**config.mk**
```make
export PLATFORM = sky130hd
export DESIGN_NAME = draw_pair_reader
export DESIGN_NICKNAME = d
export VERILOG_FILES = /design/src/rtl/draw_pair_reader.sv
export SDC_FILE = /design/constraint.sdc
export NUM_CORES = 1
export LEC_CHECK = 0
export CORE_MARGIN = 2
export CORE_UTILIZATION = 43
export DETAILED_ROUTE_END_ITERATION = 12
export PLACE_DENSITY = 0.75
export SKIP_CTS_REPAIR_TIMING = 1
export SKIP_LAST_GASP = 1
export SYNTH_ARGS = -nofsm -noshare
export SYNTH_HDL_FRONTEND = slang
export SYNTH_SLANG_ARGS = --single-unit
```
**constraint.sdc**
```tcl
create_clock -name clk -period 1.98 [get_ports clk]
set_input_delay 0.297 -clock clk [delete_from_list [all_inputs] [get_ports clk]]
set_output_delay 0.297 -clock clk [all_outputs]
set_load 0.1 [all_outputs]
```
**src/rtl/draw_pair_reader.sv**
```systemverilog
// rtl/draw_pair_reader.sv - frame RAM draw-region pair scanner with valid/ready byte stream out
//
// Scans pairs BASE_PAIR .. BASE_PAIR+NUM_PAIRS-1 of a dual-port RAM (1-cycle read latency),
// reading the even word on port A and the odd word on port B, and streams them even-first.
// Optional build macro: DRAW_READER_CHECKSUM_EN adds a running XOR checksum output.
//
// Ports:
//   clk, reset          clock (rising edge), asynchronous active-low reset
//   start               launch one scan (honoured in IDLE only)
//   rd_en               RAM read strobe for both ports
//   addr_a, addr_b      RAM port addresses (even / odd word of the current pair)
//   q_a, q_b            RAM read data, valid the cycle after rd_en
//   out_data/valid/ready/last   byte stream to the display/compare path
//   busy, done          scan in progress / one-cycle completion pulse
//   checksum            (DRAW_READER_CHECKSUM_EN only) XOR of words transferred this scan

module draw_pair_reader #(
  parameter int ADDR_W    = 14,
  parameter int DATA_W    = 8,
  parameter int BASE_PAIR = 2048,
  parameter int NUM_PAIRS = 1024
) (
  input  logic              clk,
  input  logic              reset,
  input  logic              start,
  output logic              rd_en,
  output logic [ADDR_W-1:0] addr_a,
  output logic [ADDR_W-1:0] addr_b,
  input  logic [DATA_W-1:0] q_a,
  input  logic [DATA_W-1:0] q_b,
  output logic [DATA_W-1:0] out_data,
  output logic              out_valid,
  input  logic              out_ready,
  output logic              out_last,
  output logic              busy,
  output logic              done
`ifdef DRAW_READER_CHECKSUM_EN
  ,
  output logic [DATA_W-1:0] checksum
`endif
);

  localparam int CNT_W = ADDR_W - 1;
  localparam logic [CNT_W-1:0] FIRST_PAIR = CNT_W'(BASE_PAIR);
  localparam logic [CNT_W-1:0] LAST_PAIR  = CNT_W'(BASE_PAIR + NUM_PAIRS - 1);

  // The pair counter must never wrap inside a scan.
  generate
    if (BASE_PAIR + NUM_PAIRS > (1 << (ADDR_W - 1))) begin : g_range_err
      $error("draw_pair_reader: BASE_PAIR+NUM_PAIRS exceeds 2**(ADDR_W-1)");
    end
  endgenerate

  typedef enum logic [2:0] {
    S_IDLE,
    S_REQ,
    S_LATCH,
    S_SEND_A,
    S_SEND_B,
    S_DONE
  } state_t;

  state_t             state;
  state_t             next_state;
  logic [CNT_W-1:0]   cnt;
  logic [CNT_W-1:0]   cnt_next;
  logic [DATA_W-1:0]  hold_a;
  logic [DATA_W-1:0]  hold_b;
  logic               is_last;

  assign is_last = (cnt == LAST_PAIR);
  assign busy    = (state != S_IDLE);

  always_comb begin
    next_state = state;
    cnt_next   = cnt;
    rd_en      = 1'b0;
    out_valid  = 1'b0;
    out_last   = 1'b0;
    out_data   = '0;
    done       = 1'b0;
    case (state)
      S_IDLE: begin
        if (start) begin
          next_state = S_REQ;
          cnt_next   = FIRST_PAIR;
        end
      end
      S_REQ: begin
        rd_en      = 1'b1;
        next_state = S_LATCH;
      end
      S_LATCH: begin
        next_state = S_SEND_A;
      end
      S_SEND_A: begin
        out_valid = 1'b1;
        out_data  = hold_a;
        if (out_ready) next_state = S_SEND_B;
      end
      S_SEND_B: begin
        out_valid = 1'b1;
        out_data  = hold_b;
        out_last  = is_last;
        if (out_ready) begin
          if (is_last) begin
            next_state = S_DONE;
          end else begin
            next_state = S_REQ;
            cnt_next   = cnt + 1'b1;
          end
        end
      end
      S_DONE: begin
        done       = 1'b1;
        next_state = S_IDLE;
      end
      default: next_state = S_IDLE;
    endcase
  end

  always_ff @(posedge clk or negedge reset) begin
    if (!reset) begin
      state  <= S_IDLE;
      cnt    <= FIRST_PAIR;
      addr_a <= {FIRST_PAIR, 1'b0};
      addr_b <= {FIRST_PAIR, 1'b1};
      hold_a <= '0;
      hold_b <= '0;
    end else begin
      state <= next_state;
      cnt   <= cnt_next;
      // Addresses are loaded on the way into REQ so they are already registered
      // during the single rd_en cycle, and then simply hold.
      if (next_state == S_REQ) begin
        addr_a <= {cnt_next, 1'b0};
        addr_b <= {cnt_next, 1'b1};
      end
      if (state == S_LATCH) begin
        hold_a <= q_a;
        hold_b <= q_b;
      end
    end
  end

`ifdef DRAW_READER_CHECKSUM_EN
  always_ff @(posedge clk or negedge reset) begin
    if (!reset) begin
      checksum <= '0;
    end else if (state == S_IDLE && start) begin
      checksum <= '0;
    end else if (out_valid && out_ready) begin
      checksum <= checksum ^ out_data;
    end
  end
`endif

endmodule

```
* Yosys cells after proc, flatten, opt, wreduce, memory -nomap -nowiden
Index checks and enable logic that the tools add are counted.
** Word-level totals
- Register bits :: 45
- Input bits :: 20
- Output and inout bits :: 41
- Logic and storage cells :: 30
** Cells by class
- Add/subtract/negate cells :: 1
- Equal/unequal tests :: 7
- Muxes and demuxes :: 14
- Reductions and logical operators :: 3
** Operators by type and width (number)
- 2-to-1 mux 13 bit :: 3
- case mux 13 bit (2 select lines) :: 1
- case mux 8 bit (2 select lines) :: 1
- case mux 3 bit (5 select lines) :: 1
- adder 13 x 1 -> 13 bit, second input constant :: 1
- equality test 13 x 12 -> 1 bit, second input constant :: 1
- 2-to-1 mux 3 bit :: 4
- equality test 3 x 1 -> 1 bit, second input constant :: 2
- equality test 3 x 2 -> 1 bit, second input constant :: 2
- equality test 3 bit, second input constant :: 2
- 2-to-1 mux 1 bit :: 4
- zero test 3 bit :: 1
- nonzero test 3 bit :: 1
- OR reduction 2 bit :: 1

* Depth between registers and ports, before layout
- Depth after elaboration :: 5
- Mapped depth :: 6
- Mapped depth without buffers :: 6

* Worst setup path before layout
Ideal clock, no wire load.
- Path type :: reg2out
- From :: reg state[2]
- To :: out rd_en
- Arrival time :: 2.820 ns
- Slack :: -1.137 ns
- Stages on the path, launching flop included :: 3
- Buffers on the path :: 1
- Cell sequence :: dfrtp_1 clkbuf_1 nor3b_1
** On the way
- Word-level cells in the longest chain between the ends :: 2
** Ends and longest elaborated chain
- from (decl) :: line 63 : state_t state;
- from (signal assigned) :: line 131 : state <= next_state;
- equality test 3 x 1 -> 1 bit :: line 82 : case (state)
- 2-to-1 mux 1 bit :: line 82
- to (decl) :: line 26 : output logic rd_en,
No other way between the ends.

* Worst setup path after layout
- From :: reg cnt[11]
- To :: out out_last
** On the way
- Word-level cells in the longest chain between the ends :: 2
** Ends and longest elaborated chain
- from (decl) :: line 65 : logic [CNT_W-1:0] cnt;
- from (signal assigned) :: line 132 : cnt <= cnt_next;
- equality test 13 x 12 -> 1 bit :: line 71 : assign is_last = (cnt == LAST_PAIR);
- 2-to-1 mux 1 bit :: line 82
- to (decl) :: line 34 : output logic out_last,
No other way between the ends.

==> impl_metrics.csv <==
group,metric,value,unit
run_status,status,"finished with violations",
run_status,failed_checks,"negative setup slack",
cells_and_area,layout.cells.most_common,"buf_4",
synth,yosys_warnings,0,
synth,syn_nets,229,
timing,worst_slew_pin_slew,0.5633,ns
global_routing,track_usage,0.1880,
cells_and_area,utilization,0.6709,
timing,max_freq,0.4616,GHz
cells_and_area,final_cell_mix,"buf_4 (53), dfrtp_1 (43), mux2_2 (23)",
synth,syn_area_per_cell,10.86,sq um
cells_and_area,area_growth,50.66,%
drt,antenna_left,0,
pwr,cell_internal_pwr,2.643,mW
synth,yosysUniqueCellTypes,42,
run,maxCapViolations,0,
cells_and_area,layout-drive-gt1-share,0.4702,
pwr,power_frac_seq,0.275,
placement,dp.cells,343,
global_routing,grt_pass1_vias,1865,
worst_setup_path,worstPathMaxFanout,3,
drt,drtIter0Drc,197,
clocking,insertion_delay,0.29,ns
hold_path,hold_class,"input pin to async pin",
global_routing,antenna_found_initial,0,
drt,vias,1886,
global_routing,grt_start_max_net_pins,46,
clocking,clk_pin_slew,0.08,ns
clocking,cts_tree,"built",
drt,vias_per_cell,5.313,
synth,synth.area.top_cells,"dfrtp_1 (48%), mux2_2 (11%), buf_4 (5.0%)",
floorplan,initial_core_util,0.4453,
floorplan,io_pins,61,
timing,hold_viol,0,
floorplan,dieArea,5851,sq um
synth,synth_cells,208,
floorplan,rows,26,
worst_setup_path,r2r_start,"cnt[11]",
drt,drtPass1Iterations,4,
worst_setup_path,critPathCaptureType,"primary output",
drt,wirelength,5326,microns
drt,wl_per_cell,15.00,microns
pwr,combPwrFrac,0.599,
synth,ys_seq_area_frac,0.4994,
clocking,cts_buffers,5,
timing,fin_crit,2.167,ns
synth,synth-edff-count,0,
global_routing,grt_pass1_wl,8949,microns
pwr,p_clk_frac,0.126,
worst_setup_path,crit_type,"register to primary output",
worst_setup_path,ff2ff_path_depth,5,
clocking,cts.sinks,45,
worst_setup_path,cp.required,1.68,ns
synth,synth_top_area_share,0.4762,
cells_and_area,nNetsFinal,305,
worst_setup_path,crit_arrival,1.87,ns
drt,drc,0,
floorplan,core,5075,sq um
synth,async_reset_ff_frac,1.000,
pwr,power_density,1421,nW/um^2
synth,yosys.area.top_type,"dfrtp_1",
worst_setup_path,rr_endpoint,"addr_a[9]",
clocking,htree_levels,2,
timing,setup_viol,13,
cells_and_area,fin_cells,355,
timing,rsz0062_at_grt,"yes",
placement,gp_congestion,0.8929,
floorplan,die_x,76.49,microns
placement,hpwl,3823,microns
timing,maxSlewViolCount,0,
synth,syn_area,2260,sq um
clocking,ctsRootBufferMaster,"clkbuf_8",
timing,relSlewSlack,0.6245,
timing,fin_crit_sh,1.094,
worst_setup_path,r2r_slack,-0.09,ns
timing,setup_slack,-0.1866,ns
pwr,ir_drop,1138,uV
synth,synth-seq-cells,45,
timing,finClkSkew,0.01036,ns
clocking,cts.path.max_buffers,2,
cells_and_area,antenna_cells_inserted,0,
cells_and_area,nFillCells,394,
floorplan,die_h,76.49,microns
placement,io_buffers,58,
pwr,switching_power,2.195,mW
worst_setup_path,cp-start-kind,"register",
pwr,power_leakage,1.554,nW
pwr,p_sw_frac,0.4537,
global_routing,grt-ovfl-total,0,
synth,ys.flop_type,"dfrtp_1",
## kinds of logic after synthesis
logic type / Yosys count / synth area share
other: 2 / 0.003323
adders and majority gates: 1 / 0.005536
muxes: 23 / 0.1146
xor gates and xnor gates: 4 / 0.01551
DFF: 45 / 0.4994
and+or+nand+nor: 56 / 0.1296
AOI/OAI and AO/OA: 50 / 0.1606
buffers and inverters: 27 / 0.07143
## how the worst max path moves through the flow
stage	from	end	slack (ns)	cells past startpoint
floorplan	state[2]	rd_en	-0.17	2
global placement	out_ready	addr_a[13]	0.04	6
detailed placement	cnt[11]	addr_a[8]	0.02	6
CTS	cnt[11]	out_last	-0.26	5
global route	cnt[11]	out_last	-0.25	5
finish	cnt[11]	out_last	-0.19	5
## critical path, stage by stage (launching register included)
cell     delay (ns)
dfstp_2        0.54
or3b_4         0.40
nor3_4         0.15
buf_4          0.14
and3_4         0.19
buf_12         0.17
## power by group through the flow
stage          clock network (mW)  registers [mW]  logic, mW
2_1_floorplan                   0            1.39       1.77
3_3_place_gp                    0            1.32       2.75
3_5_place_dp                    0            1.33       2.78
4_1_cts                     0.629            1.31       2.79
5_1_grt                     0.678            1.36       3.01
6_report                    0.609            1.33       2.90
## cell type report
cell class,instances,area [sq um],share of cell area
Clock buffer,7,96.34,0.02830
Tap cell,70,87.58,0.02573
Inverter,5,21.27,0.006248
Multi-Input combinational cell,136,1137,0.3341
Timing Repair Buffer,91,928.4,0.2727
Sequential cell,45,1129,0.3315
Clock inverter,1,5.005,0.001470
## sequential cells by signal (all words and copies together) (netlist names)
signal  flops
addr_a     13
cnt        13
hold_a      8
hold_b      8
state       3
## metrics by stage
stage | hold WS, ns | setup slack [ns] | area (sq um) | TNS [ns] | power [mW]
CTS | 0.09455 | -0.2604 | 3297 | -2.165 | 4.736
global route | 0.1214 | -0.2507 | 3405 | -2.077 | 5.053
floorplan | 0.001409 | -0.1679 | 2366 | -0.5672 | 3.162
detailed placement | 0.4139 | 0.01875 | 3196 | 0 | 4.110
finish | 0.06957 | -0.1866 | 3405 | -0.9724 | 4.837
global placement | 0.4091 | 0.03602 | 3196 | 0 | 4.068
## cell usage after synthesis, types with 3 or more instances
master    count
nand2_1      17
inv_1         4
a31oi_1       3
nor3_1        6
o21a_1        3
buf_4        15
xnor2_1       3
and2_1        3
a41oi_1       3
a21oi_1       5
mux2_2       23
nand3_1       4
nand4_1       4
and3_1        3
a22o_1       10
o21ai_0      13
clkbuf_1      6
nor2_1       10
dfrtp_1      43
## per-layer routing
metal	up-vias	global-route usage	part of all wire
met1	917	0.2586	0.46
li1	901	-	-
met3	10	0.03081	0.043
met2	58	0.3080	0.48
met5	-	0	0
met4	0	0.05273	0.019
(Power assumes the default switching activity.)
